==> config.mk <==
export PLATFORM = sky130hd
export DESIGN_NAME = uart_rx
export DESIGN_NICKNAME = d
export VERILOG_FILES = /design/src/rtl/uart_pkg.sv /design/src/rtl/baud_tick_gen.sv /design/src/rtl/uart_rx.sv
export SDC_FILE = /design/constraint.sdc
export NUM_CORES = 1
export LEC_CHECK = 0
export ABC_AREA = 1
export CORE_MARGIN = 8
export CORE_UTILIZATION = 55
export CTS_BUF_LIST = sky130_fd_sc_hd__clkbuf_8
export CTS_CLUSTER_DIAMETER = 60
export CTS_CLUSTER_SIZE = 25
export DETAILED_ROUTE_END_ITERATION = 6
export DONT_BUFFER_PORTS = 1
export PLACE_DENSITY = 0.7
export SLEW_MARGIN = 20
export SYNTH_ARGS = -nofsm -noshare
export SYNTH_HDL_FRONTEND = slang
export SYNTH_SLANG_ARGS = --single-unit
==> constraint.sdc <==
create_clock -name clk -period 1.75 [get_ports clk]
set_input_delay 0.175 -clock clk [delete_from_list [all_inputs] [get_ports clk]]
set_output_delay 0.175 -clock clk [all_outputs]
set_load 0.03 [all_outputs]
==> src/rtl/uart_pkg.sv <==
// Shared types and constants for the UART receiver.
// Macro UART_RX_PARITY_EN adds the PARITY state to the FSM encoding.
package uart_pkg;

    localparam int OVERSAMPLE = 16;
    localparam int MID_SAMPLE = 7;

    typedef enum logic [2:0] {
        IDLE,
        START,
        DATA,
`ifdef UART_RX_PARITY_EN
        PARITY,
`endif
        STOP,
        WAIT_IDLE
    } rx_state_e;

endpackage

==> src/rtl/baud_tick_gen.sv <==
// Free-running 16x oversample tick: one-clk pulse every CLK_FREQ/(BAUD*16) clks.
module baud_tick_gen
    import uart_pkg::*;
#(
    parameter int unsigned CLK_FREQ = 100_000_000,
    parameter int unsigned BAUD     = 9600
) (
    input  logic clk,
    input  logic rst,
    output logic tick
);

    localparam int unsigned DIV_RAW = CLK_FREQ / (BAUD * OVERSAMPLE);
    localparam int unsigned DIV     = (DIV_RAW == 0) ? 1 : DIV_RAW;
    localparam int unsigned CW      = (DIV > 1) ? $clog2(DIV) : 1;

    logic [CW-1:0] cnt_q, cnt_d;
    logic          tick_w;

    always_comb begin
        tick_w = (cnt_q == CW'(DIV - 1));
        cnt_d  = tick_w ? '0 : cnt_q + CW'(1);
    end

    always_ff @(posedge clk or posedge rst) begin
        if (rst) begin
            cnt_q <= '0;
        end else begin
            cnt_q <= cnt_d;
        end
    end

    assign tick = tick_w;

endmodule

==> src/rtl/uart_rx.sv <==
// 8-bit UART receiver, 16x oversampled, 1 start / 8 data LSB first / 1 stop.
// Macro UART_RX_PARITY_EN adds an even-parity bit between data and stop.
module uart_rx
    import uart_pkg::*;
#(
    parameter int unsigned CLK_FREQ = 100_000_000,
    parameter int unsigned BAUD     = 9600
) (
    input  logic       clk,
    input  logic       rst,
    input  logic       rx,
    output logic [7:0] rx_data,
    output logic       rx_done,
    output logic       rx_busy,
    output logic       rx_err
);

    localparam logic [3:0] MID_CNT  = 4'(MID_SAMPLE);
    localparam logic [3:0] LAST_CNT = 4'(OVERSAMPLE - 1);

    logic       tick;
    logic       sync1_q, sync2_q;
    logic       rx_s;

    rx_state_e  state_q, state_d;
    logic [3:0] os_cnt_q, os_cnt_d;
    logic [2:0] bit_idx_q, bit_idx_d;
    logic [7:0] shift_q, shift_d;
    logic [7:0] data_q, data_d;
    logic       done_q, done_d;
    logic       err_q, err_d;
    logic       sample;
`ifdef UART_RX_PARITY_EN
    logic       par_bad_q, par_bad_d;
`endif

    baud_tick_gen #(
        .CLK_FREQ (CLK_FREQ),
        .BAUD     (BAUD)
    ) u_tick (
        .clk  (clk),
        .rst  (rst),
        .tick (tick)
    );

    always_ff @(posedge clk or posedge rst) begin
        if (rst) begin
            sync1_q <= 1'b1;
            sync2_q <= 1'b1;
        end else begin
            sync1_q <= rx;
            sync2_q <= sync1_q;
        end
    end

    assign rx_s   = sync2_q;
    // The 4-bit counter wraps 15->0 by itself, so every sample point restarts the bit.
    assign sample = tick && (os_cnt_q == LAST_CNT);

    always_comb begin
        state_d   = state_q;
        os_cnt_d  = os_cnt_q;
        bit_idx_d = bit_idx_q;
        shift_d   = shift_q;
        data_d    = data_q;
        done_d    = 1'b0;
        err_d     = 1'b0;
`ifdef UART_RX_PARITY_EN
        par_bad_d = par_bad_q;
`endif
        if (tick && (state_q != IDLE) && (state_q != WAIT_IDLE)) begin
            os_cnt_d = os_cnt_q + 4'd1;
        end

        case (state_q)
            IDLE: begin
                os_cnt_d = '0;
                if (!rx_s) begin
                    state_d = START;
                end
            end
            START: begin
                if (tick && (os_cnt_q == MID_CNT)) begin
                    os_cnt_d  = '0;
                    bit_idx_d = '0;
`ifdef UART_RX_PARITY_EN
                    par_bad_d = 1'b0;
`endif
                    state_d   = rx_s ? IDLE : DATA;
                end
            end
            DATA: begin
                if (sample) begin
                    shift_d   = {rx_s, shift_q[7:1]};
                    bit_idx_d = bit_idx_q + 3'd1;
                    if (bit_idx_q == 3'd7) begin
`ifdef UART_RX_PARITY_EN
                        state_d = PARITY;
`else
                        state_d = STOP;
`endif
                    end
                end
            end
`ifdef UART_RX_PARITY_EN
            PARITY: begin
                if (sample) begin
                    par_bad_d = rx_s ^ (^shift_q);
                    state_d   = STOP;
                end
            end
`endif
            STOP: begin
                if (sample) begin
`ifdef UART_RX_PARITY_EN
                    if (rx_s && !par_bad_q) begin
`else
                    if (rx_s) begin
`endif
                        data_d  = shift_q;
                        done_d  = 1'b1;
                        state_d = IDLE;
                    end else begin
                        err_d   = 1'b1;
                        state_d = rx_s ? IDLE : WAIT_IDLE;
                    end
                end
            end
            WAIT_IDLE: begin
                if (rx_s) begin
                    state_d = IDLE;
                end
            end
            default: begin
                state_d = IDLE;
            end
        endcase
    end

    always_ff @(posedge clk or posedge rst) begin
        if (rst) begin
            state_q   <= IDLE;
            os_cnt_q  <= '0;
            bit_idx_q <= '0;
            shift_q   <= '0;
            data_q    <= '0;
            done_q    <= 1'b0;
            err_q     <= 1'b0;
`ifdef UART_RX_PARITY_EN
            par_bad_q <= 1'b0;
`endif
        end else begin
            state_q   <= state_d;
            os_cnt_q  <= os_cnt_d;
            bit_idx_q <= bit_idx_d;
            shift_q   <= shift_d;
            data_q    <= data_d;
            done_q    <= done_d;
            err_q     <= err_d;
`ifdef UART_RX_PARITY_EN
            par_bad_q <= par_bad_d;
`endif
        end
    end

    assign rx_data = data_q;
    assign rx_done = done_q;
    assign rx_err  = err_q;
    assign rx_busy = (state_q != IDLE);

endmodule
==> flow_summary.toml, run 1 <==
[die]
rows = 21
core-area_mm2 = 0.003390
dieWidth_um = 75.82
io_pins = 14
initial_core_util_pct = 58.07
die_area_mm2 = 0.005749
die_height_um = 75.82

[drt]
drt-initial-drc-count = 89
vias = 1434
route.detailed.drc = 0
via_per_inst = 4.928
drtPass1Iterations = 4
wl_um = 3669
final_antenna_net_count = 0
post_drt_wl_per_cell_um = 12.61

[critical_path]
worstPathMaxFanout = 9
startpoint_type = "flip-flop"
r2r_cells = 8
critPathRequiredTime_ns = 1.93
path_class = "reg2reg"
arrival_ns = 1.81
crit_path_end_kind = "flip-flop"

[layout]
antennaDiodeCount = 0
syn2layout_area_growth_pct = 12.84
final_nets = 253
final_core_util_pct = 65.52
layout-drive-gt1-share_pct = 15.10

[placement]
preCtsSetupSlack_ns = 0.07130
dp_hpwl_um = 2441
portBuffers = 0
place_congestion = 0.8034

[global_routing]
grt_max_degree = 41
antenna_found_initial = 0
grt_pass1_wl_um = 5934
grtUsageMet2_pct = 20.34
met3_usage_pct = 4.605
busiest_layer = "met2"
grt_use_met1_pct = 17.26
grt_use_total_pct = 13.55
overflow = 0
grt_pass1_vias = 1316

[sta]
worstMarginPinSlew_ns = 0.4855
fin_tns_setup_ns = 0
relSlewSlack_pct = 67.64
hold_ws_ns = 0.3594
min_period_ns = 1.631
setup_slack_ns = 0.1192
fmax_mhz = 613.2
period_share_pct = 93.19
setup_violations = 0
fin_skew_ns = 0.007305
final-hold-violation-count = 0
slew_viol_final = 0

[clocking]
cts_made_buffers = 5
clk_pin_slew_ns = 0.08
clk_latency_ns = 0.29
cts_sinks = 40
h-tree-depth = 2
cts_tree = "built"
clock_path_buffers = 2
cts.root.buffer_cell = "clkbuf_8"

[synth]
synth_edf_count = 0
synthArstFlopShare_pct = 100.0
ys_ff_latch = 40
synth_fp_nets = 240
yosysSeqAreaShare_pct = 50.99
yosys_warnings = 0
syn_avg_cell_area_um2 = 8.483
syn_area_mm2 = 0.001968
synth_cell_types = 24
synthCells = 232
synth_ff_type = "dfrtp_1"

[power]
ir_worst_vdd_mv = 0.5318
power_density_mw_per_mm2 = 821.0
leakage_nw = 1.116
power_mw = 1.823

[job]
drv_cap = 0

[worst_hold_path]
hold_class = "reg2reg"
worstHoldPathCells = 0

[run_status]
outcome = "completed"
worst max-delay path: stages (launching register included):
cell     delay, ns
dfrtp_1       0.44
inv_2         0.11
nand2_1       0.05
nor2_1        0.23
nand4_1       0.18
nand2_2       0.20
nand3_1       0.16
nand2_1       0.09
nand2_1       0.05
kinds of logic after synthesis:
| kind of cell | count (synthesis) | synth area share [%] |
|---|---|---|
| AO/OA/AOI/OAI | 23 | 6.230 |
| XOR/XNOR | 3 | 1.335 |
| adder cells (fa/ha/maj) | 5 | 3.179 |
| buffers and inverters | 38 | 8.010 |
| flip-flops | 40 | 50.99 |
| AND/OR/NAND/NOR | 123 | 30.26 |
layout make-up:
class / instances / area (um2)
fillers: 267 / 1169
flip-flops and latches: 40 / 1003
multi-input cells: 156 / 845.8
inverters: 36 / 135.1
clock buffers: 5 / 68.82
clock inverters: 2 / 60.06
well taps: 46 / 57.56
repair buffers: 6 / 50.05
metal layers:
layer  part of all wire, %  wire [um]
met1                    47       1729
met2                    47       1724
met3                   4.3        158
met4                   1.6         57
met5                     0          0
Yosys cell counts, types with 2 or more instances:
master,number,area (um2)
inv_2,8,30.03
inv_1,26,97.59
nor3_1,7,35.03
nor2_4,3,33.78
dfrtp_1,38,950.9
clkinv_1,2,7.510
dfstp_2,2,52.55
or2_2,2,12.51
xor2_1,3,26.28
nand3_1,11,55.05
o21ai_2,2,17.52
nand3_4,2,35.03
o21ai_1,15,75.07
nand4_1,7,43.79
ha_1,5,62.56
nand2_1,64,240.2
o21ai_0,5,25.02
buf_6,2,22.52
nor2_1,23,86.33
repair_timing:
action                                 4_1_cts  5_1_grt
setup buffers                                0        2
endpoints found under the hold margin       39        0
gates resized for setup                      0        3
hold buffers                                 2        0
setup endpoints to repair                    0       12
cells in the final DEF (no fill, tap or decap), drive strengths merged:
cell / netlist / routed
bufinv: 0 / 2
ha: 5 / 5
clkbuf: 0 / 5
o21ai: 22 / 22
nor2: 28 / 28
dlygate4sd3: 0 / 2
clkinv: 2 / 2
a21oi: 1 / 1
xor2: 3 / 3
inv: 34 / 34
nor3: 7 / 7
nand3: 13 / 14
dfstp: 2 / 2
buf: 2 / 4
nand4: 8 / 9
dfrtp: 38 / 38
or2: 2 / 2
nand2: 65 / 65
sequential cells by signal, indices dropped and copies added (netlist names), 3 cells and up:
| register | flops |
|---|---|
| state_q | 3 |
| u_tick.cnt_q | 10 |
| shift_q | 8 |
| os_cnt_q | 4 |
| rx_data | 8 |
| bit_idx_q | 3 |
final timing paths:
kind                                 start         endpoint  slack (ns)
max                        u_tick.cnt_q[6]     bit_idx_q[0]        0.12
min                                sync1_q             rx_s        0.36
max reg2reg                u_tick.cnt_q[6]     bit_idx_q[0]        0.12
min reg2reg                        sync1_q             rx_s        0.36
max in group asynchronous              rst             rx_s        0.95
min in group asynchronous              rst  u_tick.cnt_q[6]        0.43
stage by stage:
stage	cell area (um2)	cells
final	2221	291
after global routing	2221	291
after CTS	2167	287
after detailed placement	2018	278
after global placement	2018	278
after floorplan	1968	232
power by group:
group          internal, mW  switching (mW)  leakage [nW]
clock network         0.561           0.306        0.0642
logic               0.00587          0.0184         0.519
registers             0.928         0.00395         0.532
(Power assumes the default switching activity.)
==> run 2: changes to the inputs <==
- SKIP_CTS_REPAIR_TIMING: unset -> 1
==> run 2 against run 1 <==
  * Power is essentially flat
  * Hold slack is essentially flat
  * Global-route usage is the same
  * Count of clock-buffer cells in the layout is the same
  * Cell count is the same
  * Via count shrank 0.21%
  * Sequential share of layout area is the same
  * Fmax is essentially flat
  * Design area is the same
  * Register-to-register slack is essentially flat
  * Wire length is essentially flat
  * Largest power group unchanged
==> flow_summary.toml, run 2 (synthesis results as in run 1) <==
[drt]
post_drt_wl_per_cell_um = 12.60
drt-initial-drc-count = 63
via_per_inst = 4.918
final_antenna_net_count = 0
route.detailed.drc = 0
wl_um = 3668
drtPass1Iterations = 4
vias = 1431

[die]
initial_core_util_pct = 58.07
rows = 21
io_pins = 14
core-area_mm2 = 0.003390
die_height_um = 75.82
die_area_mm2 = 0.005749
dieWidth_um = 75.82

[power]
pwr-share-seq_pct = 51.1
p_switching_uw = 327.8
comb_power_share_pct = 1.3
power_density_mw_per_mm2 = 820.8
pwr-share-clk_pct = 47.5
p_int_mw = 1.495
switching_share_pct = 17.98
leakage_nw = 1.116
ir_worst_vdd_mv = 0.5299
power_mw = 1.823

[sta]
min_period_ns = 1.632
worstMarginPinSlew_ns = 0.4901
fin_skew_ns = 0.007088
hold_ws_ns = 0.3594
period_share_pct = 93.28
fmax_mhz = 612.6
setup_violations = 0
final-hold-violation-count = 0
slew_viol_final = 0
relSlewSlack_pct = 67.33

[critical_path]
slowest_delay_ns = 0.44
slowest_stage = "dfrtp_1"
crit_path_frequent_cell = "nand2_1"
r2r_setup_slack_ns = 0.12
crit_chain = "inv_2 -> nand2_1 -> nor2_1 -> nand4_1 -> nand2_2 -> nand3_1 -> nand2_1 -> nand2_1"
arrival_ns = 1.81
r2r_cells = 8
path_class = "reg2reg"
startpoint_type = "flip-flop"
worstPathMaxFanout = 9
crit_path_end_kind = "flip-flop"
critPathRequiredTime_ns = 1.93
reg2reg_from = "u_tick.cnt_q[6]"
reg2reg_to = "bit_idx_q[0]"

[global_routing]
antenna_found_initial = 0
grt_max_degree = 41
grt_pass1_wl_um = 5927
grt_pass1_vias = 1313
grt_use_total_pct = 13.55
overflow = 0

[layout]
largest_reg_flops = 10
regMostFlops = "u_tick.cnt_q"
antennaDiodeCount = 0
layout_commonest_cell = "nand2_1"
final_nets = 253
final_cell_mix = "nand2_1 (63), dfrtp_1 (38), inv_1 (26), nor2_1 (23), o21ai_1 (15)"
final_core_util_pct = 65.52
syn2layout_area_growth_pct = 12.84
fin_area_mm2 = 0.002221
layout-drive-gt1-share_pct = 15.10
fillers = 267
layout.cells.non_filler = 291

[clocking]
cts_made_buffers = 5
clock_path_buffers = 2
h-tree-depth = 2
cts_sinks = 40
clk_pin_slew_ns = 0.08
cts_tree = "built"
cts.root.buffer_cell = "clkbuf_8"
clk_latency_ns = 0.29

[placement]
placed_cells = 278
portBuffers = 0
place_congestion = 0.8034
place_area_mm2 = 0.002018
dp_hpwl_um = 2441

[worst_hold_path]
worstHoldPathCells = 0
whs_endpoint = "rx_s"
hold_class = "reg2reg"
min-delay-start = "sync1_q"

[run_status]
outcome = "completed"

[job]
drv_cap = 0
run 2: cell counts in the layout (fill, tap and decap cells not counted):
No cell type changed its count.
run 2: per-layer routing:
metal | part of all wire [%] | global-route usage [%] | vias up
li1 | - | - | 758
met1 | 48 | 17.18 | 651
met2 | 46 | 20.34 | 16
met3 | 4.3 | 4.737 | 6
met4 | 1.6 | 5.757 | 0
met5 | 0 | 0 | -
run 2: layout make-up:
cell class / instances / area (um2) / area share [%]
repair buffers: 6 / 50.05 / 2.254
well taps: 46 / 57.56 / 2.592
clock buffers: 5 / 68.82 / 3.099
flip-flops and latches: 40 / 1003 / 45.18
multi-input cells: 156 / 845.8 / 38.08
clock inverters: 2 / 60.06 / 2.704
inverters: 36 / 135.1 / 6.085
run 2: power by group through the flow:
stage | Combinational [mW] | Clock [mW] | Sequential [mW]
after global placement | 0.0224 | 0 | 0.949
after CTS | 0.0230 | 0.893 | 0.931
final | 0.0244 | 0.866 | 0.932
after global routing | 0.0293 | 0.926 | 0.932
after floorplan | 0.0157 | 0 | 0.948
after detailed placement | 0.0227 | 0 | 0.949
run 2: metrics by stage:
stage          setup TNS [ns]  setup WS, ns
6_report                    0        0.1176
5_1_grt               -0.1372      -0.05640
4_1_cts                     0       0.04547
3_5_place_dp                0       0.07130
3_3_place_gp                0        0.1248
2_1_floorplan               0        0.1703
run 2: how the worst max path moves through the flow:
stage / startpoint / to / slack, ns / cells past startpoint
after detailed placement: u_tick.cnt_q[0] / bit_idx_q[0] / 0.07 / 10
after CTS: u_tick.cnt_q[0] / bit_idx_q[0] / 0.05 / 10
final: u_tick.cnt_q[6] / bit_idx_q[0] / 0.12 / 8
after global routing: u_tick.cnt_q[6] / os_cnt_q[3] / -0.06 / 8
after global placement: u_tick.cnt_q[0] / rx_data[2] / 0.12 / 9
after floorplan: u_tick.cnt_q[0] / rx_data[1] / 0.17 / 10
run 2: worst max-delay path: cells and delay by family (launching register included):
family,cells,cell delay [ns]
simple gates,7,0.96
flops,1,0.44
buf+inv,1,0.11
==> run 3: changes to the inputs <==
- CTS_CLUSTER_SIZE: 25 -> unset
- PLACE_DENSITY: 0.7 -> 0.73
- clock period: 1.75 -> 1.42 ns (I/O delays scaled with it)
==> run 3 against run 2 <==
  * The run now ends with setup timing left
  * Via count up 12%
  * Clock skew up 0.0057 ns
  * Cell count up 8.9%
  * Non-clock buffer count up 26
  * Sequential power up 23%
  * Wire length up 17%
  * Utilization up 10 points
  * First-iteration DRC count up 25%
  * Clock power up 10%
  * Sequential share of layout area down 6.1 points
  * Flip-flop and latch count unchanged
  * Largest cell class unchanged
  * Largest power group unchanged
==> flow_summary.toml, run 3 (synthesis results as in run 1) <==
[power]
power_mw = 2.134
ir_worst_vdd_mv = 0.7112
pwr-share-clk_pct = 44.7
switching_share_pct = 21.28
power_density_mw_per_mm2 = 831.1
leakage_nw = 1.285
comb_power_share_pct = 1.4
pwr-share-seq_pct = 53.8
p_switching_uw = 454.1
p_int_mw = 1.680

[global_routing]
antenna_found_initial = 0
grt_pass1_vias = 1508
overflow = 0
grt_use_total_pct = 15.19
grt_max_degree = 41
grt_pass1_wl_um = 6568

[placement]
portBuffers = 0
place_congestion = 0.8590
placed_cells = 298
dp_hpwl_um = 2750

[layout]
regMostFlops = "u_tick.cnt_q"
layout_commonest_cell = "nand2_1"
syn2layout_area_growth_pct = 30.45
fillers = 226
regArea_mm2 = 0.001005
layout.cells.non_filler = 317
final_nets = 278
final_cell_mix = "nand2_1 (47), dfrtp_1 (37), buf_4 (24), inv_1 (23), nor2_1 (22)"
multi_input_area_um2 = 954.7
layout-drive-gt1-share_pct = 35.42
largest_reg_flops = 10
antennaDiodeCount = 0

[die]
rows = 21
core-area_mm2 = 0.003390
dieWidth_um = 75.82
initial_core_util_pct = 58.07
die_height_um = 75.82
die_area_mm2 = 0.005749
io_pins = 14

[drt]
vias = 1603
final_antenna_net_count = 0
wl_um = 4294
route.detailed.drc = 0
via_per_inst = 5.057
drtPass1Iterations = 4
drt-initial-drc-count = 79
post_drt_wl_per_cell_um = 13.55

[critical_path]
critPathRequiredTime_ns = 1.62
crit_chain = "inv_2 -> ha_4 -> nand2_4 -> nor2_4 -> inv_2 -> nor2_8 -> buf_12 -> nand4_4 -> nand2_2 -> o21ai_2"
crit_path_frequent_cell = "inv_2"
crit_path_end_kind = "flip-flop"
worstPathMaxFanout = 8
path_class = "reg2reg"
path_delay_family = "simple AND/OR/NAND/NOR gates"
startpoint_type = "flip-flop"
slowest_stage = "dfrtp_1"
arrival_ns = 1.75
slowest_delay_ns = 0.39
critPathBufInv = 3

[sta]
rsz0062_at_grt = "true"
setup_violations = 24
fmax_mhz = 641.4
relSlewSlack_pct = 66.84
slew_viol_final = 0
setup_slack_ns = -0.1390
final-hold-violation-count = 0
worstMarginPinSlew_ns = 0.4973
fin_skew_ns = 0.01275
min_period_ns = 1.559
period_share_pct = 109.8

[run_status]
outcome = "complete, but fails checks"
violations = "setup timing"

[clocking]
clk_pin_slew_ns = 0.09
cts.root.buffer_cell = "clkbuf_8"
cts_tree = "built"
clock_path_buffers = 2
clk_latency_ns = 0.30
cts_sinks = 40
cts_made_buffers = 5
h-tree-depth = 2

[job]
drv_cap = 0

[worst_hold_path]
hold_class = "reg2reg"
==> run 3: per-stage QoR <==
step                TNS, ns  cell area [um2]  hold WS (ns)  utilization [%]  setup slack [ns]
global route         -5.570             2567        0.3546            75.75           -0.2318
CTS                  -1.891             2322       -0.1718            68.51           -0.1543
detailed placement   -1.604             2206        0.1466            65.08           -0.1337
global placement     -1.007             2206        0.1466            65.08          -0.09372
floorplan           -0.6408             1993        0.1465                -          -0.08088
finish               -2.300             2567        0.3521            75.75           -0.1390
==> run 3: worst paths after layout <==
path                            startpoint               to  slack, ns  cells past startpoint
max                        u_tick.cnt_q[0]       rx_data[2]      -0.14                     10
min                                sync1_q             rx_s       0.35                      0
max reg2reg                u_tick.cnt_q[0]       rx_data[2]      -0.14                     10
min reg2reg                        sync1_q             rx_s       0.35                      0
max in group asynchronous              rst  u_tick.cnt_q[6]       0.64                      3
min in group asynchronous              rst  u_tick.cnt_q[3]       0.40                      3
==> run 3: area by class of cell <==
type / count / area share [%]
repair buffers: 32 / 11.65
clock inverters: 3 / 1.852
flip-flops and latches: 40 / 39.13
clock buffers: 5 / 2.680
multi-input cells: 155 / 37.18
well taps: 46 / 2.242
inverters: 36 / 5.263
==> run 3: worst reg2reg max path, stage by stage (launching register included) <==
cell and delay (ns):
dfrtp_1 0.39, inv_2 0.07, ha_4 0.13, nand2_4 0.04, nor2_4 0.13, inv_2 0.08
nor2_8 0.18, buf_12 0.13, nand4_4 0.15, nand2_2 0.11, o21ai_2 0.05
==> run 3: power by group through the flow <==
stage / registers, mW / clock network, mW / logic, mW
after global placement: 1.17 / 0 / 0.0276
after floorplan: 1.17 / 0 / 0.0193
after global routing: 1.15 / 1.02 / 0.0367
after detailed placement: 1.17 / 0 / 0.0277
final: 1.15 / 0.955 / 0.0307
after CTS: 1.15 / 0.963 / 0.0277
==> run 3: routing by layer <==
layer | vias up | part of all wire [%] | track usage [%]
met5 | - | 0 | 0
met4 | 0 | 1.8 | 6.610
met3 | 7 | 4.6 | 5.526
met2 | 22 | 51 | 24.52
met1 | 758 | 42 | 17.62
li1 | 816 | - | -
==> variant 1, RTL diff (flow settings as in run 1) <==
`CLK_FREQ` is set to 100_000_000 in 2 places; all go to 200_000_000.
--- a/src/rtl/baud_tick_gen.sv
+++ b/src/rtl/baud_tick_gen.sv
@@ -3,5 +3,5 @@
     import uart_pkg::*;
 #(
-    parameter int unsigned CLK_FREQ = 100_000_000,
+    parameter int unsigned CLK_FREQ = 200_000_000,
     parameter int unsigned BAUD     = 9600
 ) (
--- a/src/rtl/uart_rx.sv
+++ b/src/rtl/uart_rx.sv
@@ -4,5 +4,5 @@
     import uart_pkg::*;
 #(
-    parameter int unsigned CLK_FREQ = 100_000_000,
+    parameter int unsigned CLK_FREQ = 200_000_000,
     parameter int unsigned BAUD     = 9600
 ) (
Function: same outputs for any inputs over 10 cycles, from zero or initial values and one cycle with rst high; that may be too few to reach the edited logic, so the function may still have changed.
==> variant 1 against run 1 <==
Synthesized cell count grew 1.7%. Sequential power grew 2.3%. Area after synthesis grew 3.5%. Via count is the same. Design area grew 2.1%. Wire length shrank 9.0%. Total power grew 3.6%. Clock skew is essentially flat. Sequential cell count grew 1. Sequential share of layout area grew 0.16 points. Setup slack gained 78 ps. Core utilization shrank 2.6 points. Critical path type unchanged. Largest cell class unchanged.
==> variant 1: results (changes against run 1) <==
[sta]
fin_skew_ps = 7.70  ; +0.399 ps
tightestPinTransition_ps = 491  ; +5.90 ps

[setup_path]
reg2reg_depth = 9  ; +1
crit_path_max_fanout = 6  ; -3

[cells_and_area]
largest_reg_flops = 11  ; +1
antenna-diode-count = 0  ; unchanged
fin_nets = 255  ; +0.79%
final_layout_size_suffix_gt1_frac = 0.185  ; +0.0345
largest-register = u_tick.cnt_q

[global_route]
use_met3 = 0.0408  ; -0.00526
grt_first_pass_wirelength_mm = 6.07  ; +2.2%
met1_usage = 0.149  ; -0.0237
first_global_vias = 1387  ; +5.4%
grt_max_degree = 42  ; +2.4%
grt_usage = 0.125  ; -0.0101
use_met2 = 0.198  ; -0.00546

[power_and_ir_drop]
p_sw_frac = 0.190  ; +0.0100
ir_worst_vdd_mv = 0.558  ; +5.0%
leakage_nw = 1.18  ; +5.9%

[logic_synthesis]
synth.distinct_cells = 31  ; +29%
synth_seq_area_share = 0.505  ; -0.00494
synth_fp_nets = 244  ; +1.7%
synth_common_cells = 67 x nand2_1, 39 x dfrtp_1, 28 x inv_1, 20 x nor2_1, 10 x nand3_1
synthArstFlopShare = 1.00  ; unchanged
synth_area_leaders = dfrtp_1 48%, nand2_1 12%, inv_1 5.2%, nor2_1 3.7%, ha_1 3.1%

[place]
post-dp-hpwl_mm = 2.44  ; -0.23%
place_ws_ps = 170  ; +98.4 ps
place.gp.congestion = 0.827  ; +2.9%
dpl_cell_area_um2 = 2110  ; +4.6%
portBuffers = 0  ; unchanged

[run_status]
status = completed

[route]
via_per_inst = 4.84  ; -1.7%
drt_iter0_drc = 74  ; -17%
first_pass_iters = 4  ; unchanged
wl_per_cell_um = 11.3  ; -11%

[clock_tree]
htree_levels = 2  ; unchanged
cts_buffers = 5  ; unchanged

[hold_path]
hp-class = reg -> reg

-- variant 1: cell count changes in the layout (fill, tap and decap cells not counted), moves of 3 or more --
cell,change
o21ai_1,-6
nor3_1,-5
o21ai_2,+5
nand2_1,+4
nand2_2,+3
nor2_1,-3
nor2_2,+3
-- variant 1: power groups by stage --
stage | registers (mW) | clock network [mW] | logic (mW)
after floorplan | 0.971 | 0 | 0.0160
after CTS | 0.952 | 0.936 | 0.0270
final | 0.953 | 0.912 | 0.0250
after global placement | 0.971 | 0 | 0.0233
after global routing | 0.953 | 0.960 | 0.0300
after detailed placement | 0.971 | 0 | 0.0235
-- variant 1: logic make-up (layout without fill, tap and decap cells) --
logic type                 after synthesis  after routing  share of synthesized area
and+or+nand+nor                        124            124                      0.301
DFF                                     41             41                      0.505
buffers and inverters                   40             52                     0.0805
AOI/OAI and AO/OA                       23             23                     0.0700
adders and majority gates                5              5                     0.0307
xor gates and xnor gates                 3              3                     0.0129
-- variant 1: worst paths after layout --
kind,slack [ps],end,start
setup / recovery,200,os_cnt_q[0],u_tick.cnt_q[1]
hold / removal,360,rx_s,sync1_q
setup reg to reg,200,os_cnt_q[0],u_tick.cnt_q[1]
hold reg to reg,360,rx_s,sync1_q
max in group asynchronous,950,sync1_q,rst
min in group asynchronous,440,rx_data[2],rst
-- variant 1: what timing repair did --
item / in CTS / in global routing
endpoints found under the hold margin: 40 / 0
setup endpoints to repair: 0 / 1
resized for setup: 0 / 0
hold buffers: 2 / 0
-- variant 1: area by class of cell --
cell class                      instances  area, um2
Tap cell                               48       60.1
Inverter                               38        148
Multi-Input combinational cell        155        845
Clock buffer                            5       68.8
Sequential cell                        41       1030
Clock inverter                          3       68.8
Timing Repair Buffer                    6       50.0
Fill cell                             306       1340
-- variant 1: metrics by stage --
| step | utilization | std cells |
|---|---|---|
| floorplan | - | 236 |
| global placement | 0.585 | 286 |
| detailed placement | 0.585 | 286 |
| CTS | 0.629 | 296 |
| global route | 0.629 | 296 |
| finish | 0.629 | 296 |
-- variant 1: critical path: stages, from the launching register on --
cell     delay (ps)
dfrtp_1         400
inv_1            60
ha_1            130
nand2_1          80
nor2_4          200
nand3_2         180
nor2_4          180
xor2_1          170
nand2_1          60
inv_1            50
-- variant 1: layer usage --
| metal | up-vias | part of all wire |
|---|---|---|
| li1 | 757 | - |
| met1 | 647 | 0.46 |
| met2 | 23 | 0.47 |
| met3 | 7 | 0.046 |
| met4 | 0 | 0.024 |
| met5 | - | 0 |
==> variant 2, RTL diff (config.mk and constraints of run 1) <==
Without the edit above. Make the reset (`rst`) synchronous in 3 clocked blocks.
--- a/src/rtl/baud_tick_gen.sv
+++ b/src/rtl/baud_tick_gen.sv
@@ -23,5 +23,5 @@
     end
 
-    always_ff @(posedge clk or posedge rst) begin
+    always_ff @(posedge clk) begin
         if (rst) begin
             cnt_q <= '0;
--- a/src/rtl/uart_rx.sv
+++ b/src/rtl/uart_rx.sv
@@ -44,5 +44,5 @@
     );
 
-    always_ff @(posedge clk or posedge rst) begin
+    always_ff @(posedge clk) begin
         if (rst) begin
             sync1_q <= 1'b1;
@@ -138,5 +138,5 @@
     end
 
-    always_ff @(posedge clk or posedge rst) begin
+    always_ff @(posedge clk) begin
         if (rst) begin
             state_q   <= IDLE;
Function: differs if rst is asserted again (counterexample within 4 cycles, from zero or initial values and one cycle with rst high); with rst held inactive, the same outputs for 10 cycles.
==> variant 2 against run 1 <==
Wire length shrank 8.7%. Clock skew down 3.6 ps. Sequential cell count unchanged. Setup slack better by 5.7 ps. First-iteration DRC count down 18%. Critical endpoint is now rx_data[5]. Synthesized cell count grew 5.2%. Design area decreased by 6.0%. Area after synthesis shrank 4.3%.
Power is not compared: it rests on default switching activity, and its combinational part moved more than twofold at a synthesized area within 25%.
==> variant 2: results (changes against run 1) <==
[sta]
tightestPinTransition_ps = 363  ; -122 ps

[place]
dp_cells = 288  ; +3.6%
dpl_cell_area_um2 = 1930  ; -4.6%
post-dp-hpwl_mm = 2.46  ; +0.59%

[run_status]
status = completed

[cells_and_area]
final_layout_size_suffix_gt1_frac = 0.181  ; +0.0301
n_fill_cell = 323  ; +21%
fin_nets = 262  ; +3.6%

[hold_path]
min_from = rst
hp-class = in -> reg
whs_path_depth = 3  ; +3

[route]
wl_per_cell_um = 11.2  ; -11%
drt_iter0_drc = 73  ; -18%
vias = 1458  ; +1.7%

[logic_synthesis]
synth_area_leaders = dfxtp_1 42%, nand2_1 8.0%, nor2_1 7.0%, a21oi_1 5.6%, inv_1 5.2%
synth.distinct_cells = 32  ; +33%
avgSynthCellArea_um2 = 7.72  ; -9.0%
synth_common_cells = 40 x dfxtp_1, 40 x nand2_1, 35 x nor2_1, 26 x inv_1, 21 x a21oi_1
synthArstFlopShare = 0  ; -1.00
synthXorXnorAreaFrac = 0.0186  ; +0.00524

[global_route]
grt_first_pass_wirelength_mm = 5.79  ; -2.4%
grt_usage = 0.134  ; -0.00152

[clock_tree]
cts_hold_buf = 3  ; +1

[setup_path]
crit_start = os_cnt_q[0]
max_stage_delay_ps = 370  ; -70 ps

variant 2: cell count changes after synthesis, moves of 4 or more:
cell,delta
o21ai_0,+6
dfxtp_1,+40
nand2_1,-24
nor2_1,+12
nand3_1,-4
o21ai_1,-9
dfrtp_1,-38
a21oi_1,+20
nand4_1,-5
variant 2: worst paths after layout:
kind | to | slack (ps)
max | rx_data[5] | 120
min | os_cnt_q[3] | 50
max reg2reg | rx_data[5] | 120
min reg2reg | rx_s | 420
variant 2: cell type report:
class                           instances  area share
Clock buffer                            7      0.0461
Inverter                               34      0.0617
Tap cell                               46      0.0276
Multi-Input combinational cell        166       0.446
Timing Repair Buffer                    7      0.0348
Sequential cell                        40       0.383
variant 2: routing by layer:
layer / track usage / part of all wire
met1: 0.155 / 0.48
met2: 0.220 / 0.47
met3: 0.0553 / 0.042
met4: 0.0391 / 0.0098
met5: 0 / 0
variant 2: tightest hold or removal path: cells and delay by family:
family	cells	cell delay, ps
simple gates	1	60
buf+inv	1	30
compound gates	1	20
